$ cat config.mk
export PLATFORM = sky130hd
export DESIGN_NAME = ddram_arb
export DESIGN_NICKNAME = d
export VERILOG_FILES = /design/src/rtl/ddram_arb_pkg.sv /design/src/rtl/ddram_arb_rr_arbiter.sv /design/src/rtl/ddram_arb.sv
export SDC_FILE = /design/constraint.sdc
export NUM_CORES = 1
export LEC_CHECK = 0
export BUFFER_PORTS_ARGS = -buffer_cell sky130_fd_sc_hd__buf_2
export CORE_ASPECT_RATIO = 0.75
export CORE_UTILIZATION = 35
export DETAILED_ROUTE_END_ITERATION = 12
export REMOVE_ABC_BUFFERS = 1
export SYNTH_ARGS = -nofsm -noshare
export SYNTH_HDL_FRONTEND = slang
export SYNTH_HIERARCHICAL = 1
export SYNTH_SLANG_ARGS = --single-unit
$ cat constraint.sdc
create_clock -name DDRAM_CLK -period 4.09 [get_ports DDRAM_CLK]
set_input_delay 0.818 -clock DDRAM_CLK [delete_from_list [all_inputs] [get_ports DDRAM_CLK]]
set_output_delay 0.818 -clock DDRAM_CLK [all_outputs]
set_load 0.02 [all_outputs]
$ cat src/rtl/ddram_arb_pkg.sv
// Shared widths, FSM states and the latched transfer payload for the ddram client arbiter.
package ddram_arb_pkg;

    localparam int unsigned ADDR_W  = 28;
    localparam int unsigned DATA_W  = 8;
    localparam int unsigned MAX_REQ = 8;
    localparam int unsigned GID_W   = 3;

    typedef enum logic [2:0] {
        IDLE,
        ISSUE,
        WAIT_LO,
        WAIT_HI,
        RELEASE
    } state_t;

    typedef enum logic {
        OP_RD,
        OP_WE
    } op_t;

    typedef struct packed {
        logic [ADDR_W-1:0] addr;
        logic [DATA_W-1:0] din;
        op_t               op;
    } xfer_t;

endpackage

$ cat src/rtl/ddram_arb_rr_arbiter.sv
// Round-robin grant with an optional fixed high-priority requester; owns the rotation pointer.
module ddram_arb_rr_arbiter
    import ddram_arb_pkg::*;
#(
    parameter int unsigned N     = 2,
    parameter int          HIPRI = -1
) (
    input  logic         clk,
    input  logic         rst_n,
    input  logic [N-1:0] req_i,
    input  logic         en_i,
    output logic [N-1:0] gnt_onehot_c,
    output logic [2:0]   gnt_idx_c
);

    localparam bit          HI_EN  = (HIPRI >= 0);
    localparam int unsigned HI_SEL = HI_EN ? 32'(HIPRI) : 32'd0;

    logic [2:0]         ptr_q, ptr_d;
    logic [MAX_REQ-1:0] req_w;
    logic [MAX_REQ-1:0] gnt_w;
    logic [3:0]         cand;
    logic [3:0]         nxt;
    logic [2:0]         win;
    logic               found;

    // Scan from the pointer with wrap; the high-priority requester overrides the scan.
    always_comb begin
        req_w = MAX_REQ'(req_i);
        win   = ptr_q;
        found = 1'b0;
        cand  = '0;
        for (int unsigned k = 0; k < N; k++) begin
            cand = {1'b0, ptr_q} + 4'(k);
            if (cand >= 4'(N)) begin
                cand = cand - 4'(N);
            end
            if (!found && req_w[cand[2:0]]) begin
                win   = cand[2:0];
                found = 1'b1;
            end
        end
        if (HI_EN && req_w[3'(HI_SEL)]) begin
            win = 3'(HI_SEL);
        end
        gnt_w        = MAX_REQ'(1) << win;
        gnt_onehot_c = found ? gnt_w[N-1:0] : '0;
        gnt_idx_c    = win;
        nxt          = {1'b0, win} + 4'd1;
        ptr_d        = ptr_q;
        if (en_i && found) begin
            ptr_d = (nxt >= 4'(N)) ? 3'd0 : nxt[2:0];
        end
    end

    always_ff @(posedge clk or negedge rst_n) begin
        if (!rst_n) begin
            ptr_q <= '0;
        end else begin
            ptr_q <= ptr_d;
        end
    end

endmodule

$ cat src/rtl/ddram_arb.sv
// Shares one ddram byte client port between NREQ level-handshake requesters,
// turning req/ack into re-armed rd/we strobes.
module ddram_arb
    import ddram_arb_pkg::*;
#(
    parameter int unsigned NREQ  = 2,
    parameter int          HIPRI = -1
) (
    input  logic                     DDRAM_CLK,
    input  logic                     reset_n,
    input  logic [NREQ-1:0]          req_rd,
    input  logic [NREQ-1:0]          req_we,
    input  logic [NREQ*ADDR_W-1:0]   req_addr,
    input  logic [NREQ*DATA_W-1:0]   req_din,
    output logic [NREQ-1:0]          req_ack,
    output logic [DATA_W-1:0]        req_dout,
    output logic [ADDR_W-1:0]        ram_addr,
    output logic [DATA_W-1:0]        ram_din,
    output logic                     ram_rd,
    output logic                     ram_we,
    input  logic [DATA_W-1:0]        ram_dout,
    input  logic                     ram_ready,
    input  logic                     ram_busy,
    output logic [GID_W-1:0]         grant_id
);

    state_t              state_q, state_d;
    xfer_t               xfer_q, xfer_d;
    xfer_t               req_xfer_c;
    logic [NREQ-1:0]     own_q, own_d;
    logic [NREQ-1:0]     ack_q, ack_d;
    logic [DATA_W-1:0]   dout_q, dout_d;
    logic [GID_W-1:0]    grant_id_q, grant_id_d;
    logic                rd_q, rd_d;
    logic                we_q, we_d;
    logic                strobe_on_c;
    logic                arb_en_c;
    logic [NREQ-1:0]     eligible_c;
    logic [NREQ-1:0]     gnt_oh_c;
    logic [2:0]          gnt_idx_c;
    logic [ADDR_W-1:0]   addr_arr [NREQ];
    logic [DATA_W-1:0]   din_arr  [NREQ];

    assign eligible_c = req_rd | req_we;

    for (genvar g = 0; g < NREQ; g++) begin : g_unpack
        assign addr_arr[g] = req_addr[g*ADDR_W +: ADDR_W];
        assign din_arr[g]  = req_din[g*DATA_W +: DATA_W];
    end

    ddram_arb_rr_arbiter #(
        .N     (NREQ),
        .HIPRI (HIPRI)
    ) u_rr (
        .clk          (DDRAM_CLK),
        .rst_n        (reset_n),
        .req_i        (eligible_c),
        .en_i         (arb_en_c),
        .gnt_onehot_c (gnt_oh_c),
        .gnt_idx_c    (gnt_idx_c)
    );

    // Operand mux for the current winner; a write request dominates a simultaneous read.
    always_comb begin
        req_xfer_c = '0;
        for (int unsigned i = 0; i < NREQ; i++) begin
            if (gnt_oh_c[i]) begin
                req_xfer_c.addr = addr_arr[i];
                req_xfer_c.din  = din_arr[i];
                req_xfer_c.op   = req_we[i] ? OP_WE : OP_RD;
            end
        end
    end

    always_comb begin
        state_d    = state_q;
        xfer_d     = xfer_q;
        own_d      = own_q;
        grant_id_d = grant_id_q;
        dout_d     = dout_q;
        ack_d      = '0;
        arb_en_c   = 1'b0;
        case (state_q)
            IDLE: begin
                if ((|eligible_c) && ram_ready) begin
                    arb_en_c   = 1'b1;
                    xfer_d     = req_xfer_c;
                    own_d      = gnt_oh_c;
                    grant_id_d = GID_W'(gnt_idx_c);
                    state_d    = ISSUE;
                end
            end
            ISSUE: begin
                if (!ram_ready) begin
                    state_d = WAIT_LO;
                end
            end
            WAIT_LO: begin
                state_d = WAIT_HI;
            end
            WAIT_HI: begin
                if (ram_ready) begin
                    ack_d = own_q;
                    if (xfer_q.op == OP_RD) begin
                        dout_d = ram_dout;
                    end
                    state_d = RELEASE;
                end
            end
            RELEASE: begin
                // ddram must see the strobe low while not busy so its edge detector re-arms.
                if (ram_ready && !ram_busy) begin
                    state_d = IDLE;
                end
            end
            default: begin
                state_d = IDLE;
            end
        endcase
        strobe_on_c = (state_d == ISSUE) || (state_d == WAIT_LO);
        rd_d        = strobe_on_c && (xfer_d.op == OP_RD);
        we_d        = strobe_on_c && (xfer_d.op == OP_WE);
    end

    always_ff @(posedge DDRAM_CLK or negedge reset_n) begin
        if (!reset_n) begin
            state_q    <= IDLE;
            xfer_q     <= '0;
            own_q      <= '0;
            ack_q      <= '0;
            dout_q     <= '0;
            grant_id_q <= '0;
            rd_q       <= 1'b0;
            we_q       <= 1'b0;
        end else begin
            state_q    <= state_d;
            xfer_q     <= xfer_d;
            own_q      <= own_d;
            ack_q      <= ack_d;
            dout_q     <= dout_d;
            grant_id_q <= grant_id_d;
            rd_q       <= rd_d;
            we_q       <= we_d;
        end
    end

    assign req_ack  = ack_q;
    assign req_dout = dout_q;
    assign ram_addr = xfer_q.addr;
    assign ram_din  = xfer_q.din;
    assign ram_rd   = rd_q;
    assign ram_we   = we_q;
    assign grant_id = grant_id_q;

endmodule
# Word-level counts from Yosys, hierarchy flattened
# Cells that the tools add are included.
# W data, S select, Z words.
# word_totals
input_bits	88
out_inout_bits	51
reg_bits	60
elab_cells	70
# classes
n_eq_ne	6
reduce_logical	13
n_lt_le_gt_ge	5
shift	1
add_sub_neg	4
n_mux	27
bitwise_logic	3
# op_table
cell	count
$mux W37	2
$mux W3	9
$pmux W3 S5	1
$mux W1	10
$eq A3 B2 Y1 const B	3
$add A3 B1 Y4 const B	2
$ge A4 B2 Y1 const B	2
$lt A3 B4 Y1 const B	2
$bmux W1 S3	2
$eq A3 B1 Y1 const B	2
$logic_and A1 B1 Y1	6
$mux W2	3
$sub A3 B2 Y3 const B	2
$eq A3 B3 Y1 const B	1
$ge A3 B2 Y1 const B	1
$logic_not A3 Y1	1
$reduce_and A3 Y1	1
$shl A1 B3 Y2 const A	1
$logic_not A1 Y1	2
$not A1 Y1	2
$or A2 B2 Y2	1
$reduce_and A2 Y1	1
$reduce_or A2 Y1	1
$logic_or A1 B1 Y1	1

# Logic depth before layout (Yosys ltp)
# logic_depth
ltp_word	16
mapped_depth	11
mapped_depth_nobuf	10

# Cells and area by module
# The synthesis kept the hierarchy.
# modules_own_cells
module	seq_area_each_um2	n_inst	cells_per_inst	area_per_inst_um2
ddram_arb	1426.4	1	222	3019.1
ddram_arb_rr_arbiter	75.1	1	38	341.6

# Worst setup path after synthesis
# OpenSTA, ideal clock, no wires.
# synth_timing
kind	in2reg
from	input req_rd[0]
to	register xfer_q, in the netlist ram_addr[10]
path_slack_ns	1.222
required_time_ns	3.965
stages	10
setup_time_ns	0.125
arrival_ns	2.743
path_buffers	2
cell_sequence	or2_2 -> nand2b_1 -> a21oi_1 -> nor4_4 -> mux2_1 -> nor2b_1 -> buf_2 -> clkbuf_1 -> a22o_1 -> mux2_4
# synth_between
word_cells_on_any_way	18
classes_between	shift (1); mux (11); bitwise (1); reduce/logical (5)
# synth_rtl
element	line	rtl
start, declared	ddram_arb.sv:11	input logic [NREQ-1:0] req_rd,
$or A2 B2 Y2 *	ddram_arb.sv:44	assign eligible_c = req_rd | req_we;
$bmux W1 S3	ddram_arb_rr_arbiter.sv:38	if (!found && req_w[cand[2:0]]) begin
$mux W1 (implied by the code)	ddram_arb_rr_arbiter.sv:38	
$mux W1	ddram_arb_rr_arbiter.sv:38	
$logic_not A1 Y1	ddram_arb_rr_arbiter.sv:38	
$logic_and A1 B1 Y1	ddram_arb_rr_arbiter.sv:38	
$mux W3	ddram_arb_rr_arbiter.sv:38	
$shl A1 B3 Y2	ddram_arb_rr_arbiter.sv:46	gnt_w = MAX_REQ'(1) << win;
$mux W2 *	ddram_arb_rr_arbiter.sv:47	gnt_onehot_c = found ? gnt_w[N-1:0] : '0;
via gnt_oh_c[1]	ddram_arb.sv:39	logic [NREQ-1:0] gnt_oh_c;
$mux W37 *	ddram_arb.sv:67	if (gnt_oh_c[i]) begin
end signal, assigned	ddram_arb.sv:137	xfer_q <= xfer_d;
end, declared	ddram_arb.sv:28	xfer_t xfer_q, xfer_d;
# Mark *: on every way through the listed nets, which the timed path passes. The rest lies on a longest branch. The select of a mux whose other input is x is not followed.
# A chain may end at the register's enable or synchronous reset.

# Final worst setup path
# layout_timing
from	register u_rr.ptr_q[0]
to	register xfer_q, in the netlist ram_addr[14]
# layout_between
word_cells_on_any_way	21
classes_between	add/sub (3); order compare (2); shift (1); mux (13); reduce/logical (2)
# layout_rtl
element	line	rtl
start, declared	ddram_arb_rr_arbiter.sv:19	logic [2:0] ptr_q, ptr_d;
start signal, assigned	ddram_arb_rr_arbiter.sv:60	ptr_q <= ptr_d;
branches (longest 9 deep; another with $add A3 B1 Y4)	n/a	
$mux W2 *	ddram_arb_rr_arbiter.sv:47	
via gnt_oh_c[1]	ddram_arb.sv:39	
$mux W37 *	ddram_arb.sv:67	
# Mark *: on every way through the listed nets, which the timed path passes. The select of a mux whose other input is x is not followed.

==> results.toml <==
[timing]
fin_crit_sh_pct = 75.2
setup_tns_ps = 0
fin_crit_ps = 3070
rsz0062_at_grt = "no"
tightest_slew_ps = 980
finalHoldViolations = 0
setup_viol_count_final = 0
whs_ps = 475
max_freq_ghz = 0.325
slew_headroom_pct = 34.7
fin_skew_ps = 4.38
slew_viol_final = 0

[worst_setup_path]
crit_type = "register to register"
worstSetupStartpointType = "register"
cp.required_ps = 4290
slowest_stage = "dfrtp_1"
arrival_ps = 3270
path_max_fanout = 35
startpoint = "u_rr/ptr_q[0]$_DFFE_PN0P_"
path_cells = "ha_1, nor2b_1, o31a_1, nor4_4, mux2_1, buf_4, nor2b_2, buf_4, a22o_1, mux2_4"
reg2reg_from = "u_rr/ptr_q[0]$_DFFE_PN0P_"
crit_path_end_kind = "register"
cp_slowest_stage_delay_ps = 540
crit_path_frequent_cell = "buf_4"

[global_routing]
grt_pass1_wl_mm = 11.1
first_global_vias = 2245
overflow = 0
grt_use_total_pct = 14.3
grt_max_degree = 47
antenna_found_initial = 0

[synthesis]
synth-adder-area-share_pct = 1.12
syn_inst = 260
syn_area_mm2 = 0.00336
synth.distinct_cells = 41
synth_seq_cells = 60
synth_compound_area_share_pct = 12.8
synth-simple-area-share_pct = 5.99
synth.top_cell.area_share_pct = 44.7
synth-xor-area-share_pct = 0.782
synth.area.top_cells = "dfrtp_1 45%, mux2_4 17%, a22o_1 9.4%"
yosysTopAreaCell = "dfrtp_1"
yosys-mux-area-fraction_pct = 21.6
ys_seq_area_share_pct = 44.7
synth_area_per_cell_um2 = 12.9
synth_top_family_by_area = "multiplexers"
yosysWarnings = 6

[power]
switchingPower_uw = 527
peakVddDrop_mv = 0.210
switching_share_pct = 27.9
intPower_mw = 1.36
pwr-share-clk_pct = 43.1
power_density_mw_per_mm2 = 454
p_seq_share_pct = 36.8
comb_power_share_pct = 20.1
p_leak_nw = 2.20

[clock_tree]
htreeDepth = 3
cts_tree = "done"
cts_root_buf = "clkbuf_16"
hold_buffers = 0
path_clk_slew_ps = 60
clock_sinks = 60
cts-resized-gates = 0
clkLatencyLatePin_ps = 320
cts-buffers-inserted = 9
cts_setup_buffers = 0
clock_path_buffers = 2

[floorplan]
num_io_pins = 139
die_h_um = 86.9
row_count = 30
start_util_pct = 36.5
die_width_um = 115
die_area_mm2 = 0.0100
coreArea_mm2 = 0.00920

[finish]
fin_area_mm2 = 0.00416
antenna_cells = 0
nNetsFinal = 453
drive_gt1_share_pct = 59.4
syn_to_final_growth_pct = 23.9

[status]
outcome = "completed"

[hold_path]
hold_start = "own_q[1]$_DFFE_PN0P_"
hp-class = "register to register"

[drt]
ant_nets = 0
routed_wl_mm = 7.02
remaining_drc_errors = 0
wire_per_inst_um = 14.2
via_count = 2315
firstDrtPassIters = 4
avgViaCountPerCell = 4.68
drtIter0Drc = 109

[placement]
place_area_mm2 = 0.00384
place.gp.congestion = 0.782
port_buffers = 138
dp_hpwl_mm = 4.86

[run]
maxCapViolCount = 0
[state kept, by name, indices dropped and copies added (netlist names)]
signal,count
own_q,2
ram_din,8
ram_rd,1
grant_id,3
u_rr/ptr_q,3
ram_we,1
state_q,3
ram_addr,28
req_ack,2
req_dout,8
xfer_q,1
[cells in the mapped netlist (all sizes together)]
| library cell | number |
|---|---|
| dfrtp | 60 |
| mux2 | 51 |
| buf | 44 |
| a22o | 36 |
| clkbuf | 7 |
| inv | 6 |
| nand2 | 6 |
| nor2 | 6 |
| nor2b | 5 |
| o21ai | 5 |
| a21oi | 3 |
| ha | 3 |
| nor4 | 3 |
| o211ai | 3 |
| and2 | 2 |
| nand2b | 2 |
| or2 | 2 |
| xor2 | 2 |
| a21o | 1 |
| a31o | 1 |
| a32o | 1 |
| a41oi | 1 |
| and4b | 1 |
| mux2i | 1 |
| nand3 | 1 |
| nand3b | 1 |
| nor3 | 1 |
| o31a | 1 |
| o41ai | 1 |
| or2b | 1 |
| or4 | 1 |
| xnor2 | 1 |
[worst max-delay path: cells and delay by family (launching register included)]
family | cells | cell delay (ps)
AND/OR/NAND/NOR | 3 | 570
buffers and inverters | 2 | 550
flip-flops | 1 | 540
AO/OA/AOI/OAI | 2 | 530
multiplexers | 2 | 470
adder cells (fa/ha/maj) | 1 | 280
[power by group through the flow]
stage / clock network, mW / registers (mW) / logic, mW
after floorplan: 0 / 0.762 / 0.190
after global placement: 0 / 0.704 / 0.384
after detailed placement: 0 / 0.705 / 0.388
after CTS: 0.840 / 0.695 / 0.389
after global routing: 0.861 / 0.702 / 0.414
final: 0.813 / 0.695 / 0.380
[per-layer routing]
layer	up-vias	GRT usage, %	routed length [µm]
met5	-	0	0
met4	0	3.54	29
met3	4	5.08	542
met2	92	23.2	3160
met1	1102	18.3	3290
li1	1117	-	-
[placed cells by master (no fill, tap or decap), types with 3 or more instances in the layout]
cell / Yosys / layout
inv_1: 5 / 5
nand2_1: 6 / 6
ha_1: 3 / 3
buf_4: 37 / 4
a22o_1: 36 / 36
buf_2: 2 / 138
dfrtp_1: 60 / 60
o211ai_1: 3 / 3
nor2_1: 6 / 6
a21oi_1: 3 / 3
o21ai_0: 3 / 3
clkbuf_16: 0 / 9
mux2_4: 38 / 38
mux2_2: 12 / 12
nor2b_1: 5 / 4
[layout make-up]
cell class	instances	area [µm²]
Fill cell	853	5030
Sequential cell	60	1500
Multi-Input combinational cell	143	1430
Timing Repair Buffer	142	721
Clock buffer	9	225
Tap cell	128	160
Clock inverter	7	98.8
Inverter	6	30.0
[path summary, 6_finish.rpt]
path                                             to  slack [ps]  depth (start not counted)
min                            req_ack[1]$_DFF_PN0_         470                          1
max in group asynchronous  ram_addr[14]$_DFFE_PN0P_        2610                          2
max                        ram_addr[14]$_DFFE_PN0P_        1020                         10
max reg2reg                ram_addr[14]$_DFFE_PN0P_        1020                         10
min reg2reg                    req_ack[1]$_DFF_PN0_         470                          1
min in group asynchronous  ram_addr[18]$_DFFE_PN0P_         660                          1
[through the flow]
stage	utilization, %	total power [mW]	setup WS, ps	std cells
after floorplan	-	0.952	100	209
after global placement	41.7	1.09	813	479
after detailed placement	41.7	1.09	725	479
after CTS	45.3	1.92	1000	495
after global routing	45.3	1.98	840	495
final	45.3	1.89	1020	495
[cells by family (layout without fill, tap and decap cells)]
logic type,Yosys count,after routing
flip-flops,60,60
AND/OR/NAND/NOR,32,32
AO/OA/AOI/OAI,53,53
multiplexers,52,52
buffers and inverters,57,164
adder cells (fa/ha/maj),3,3
XOR/XNOR,3,3
Power figures use the tool's default switching activity.
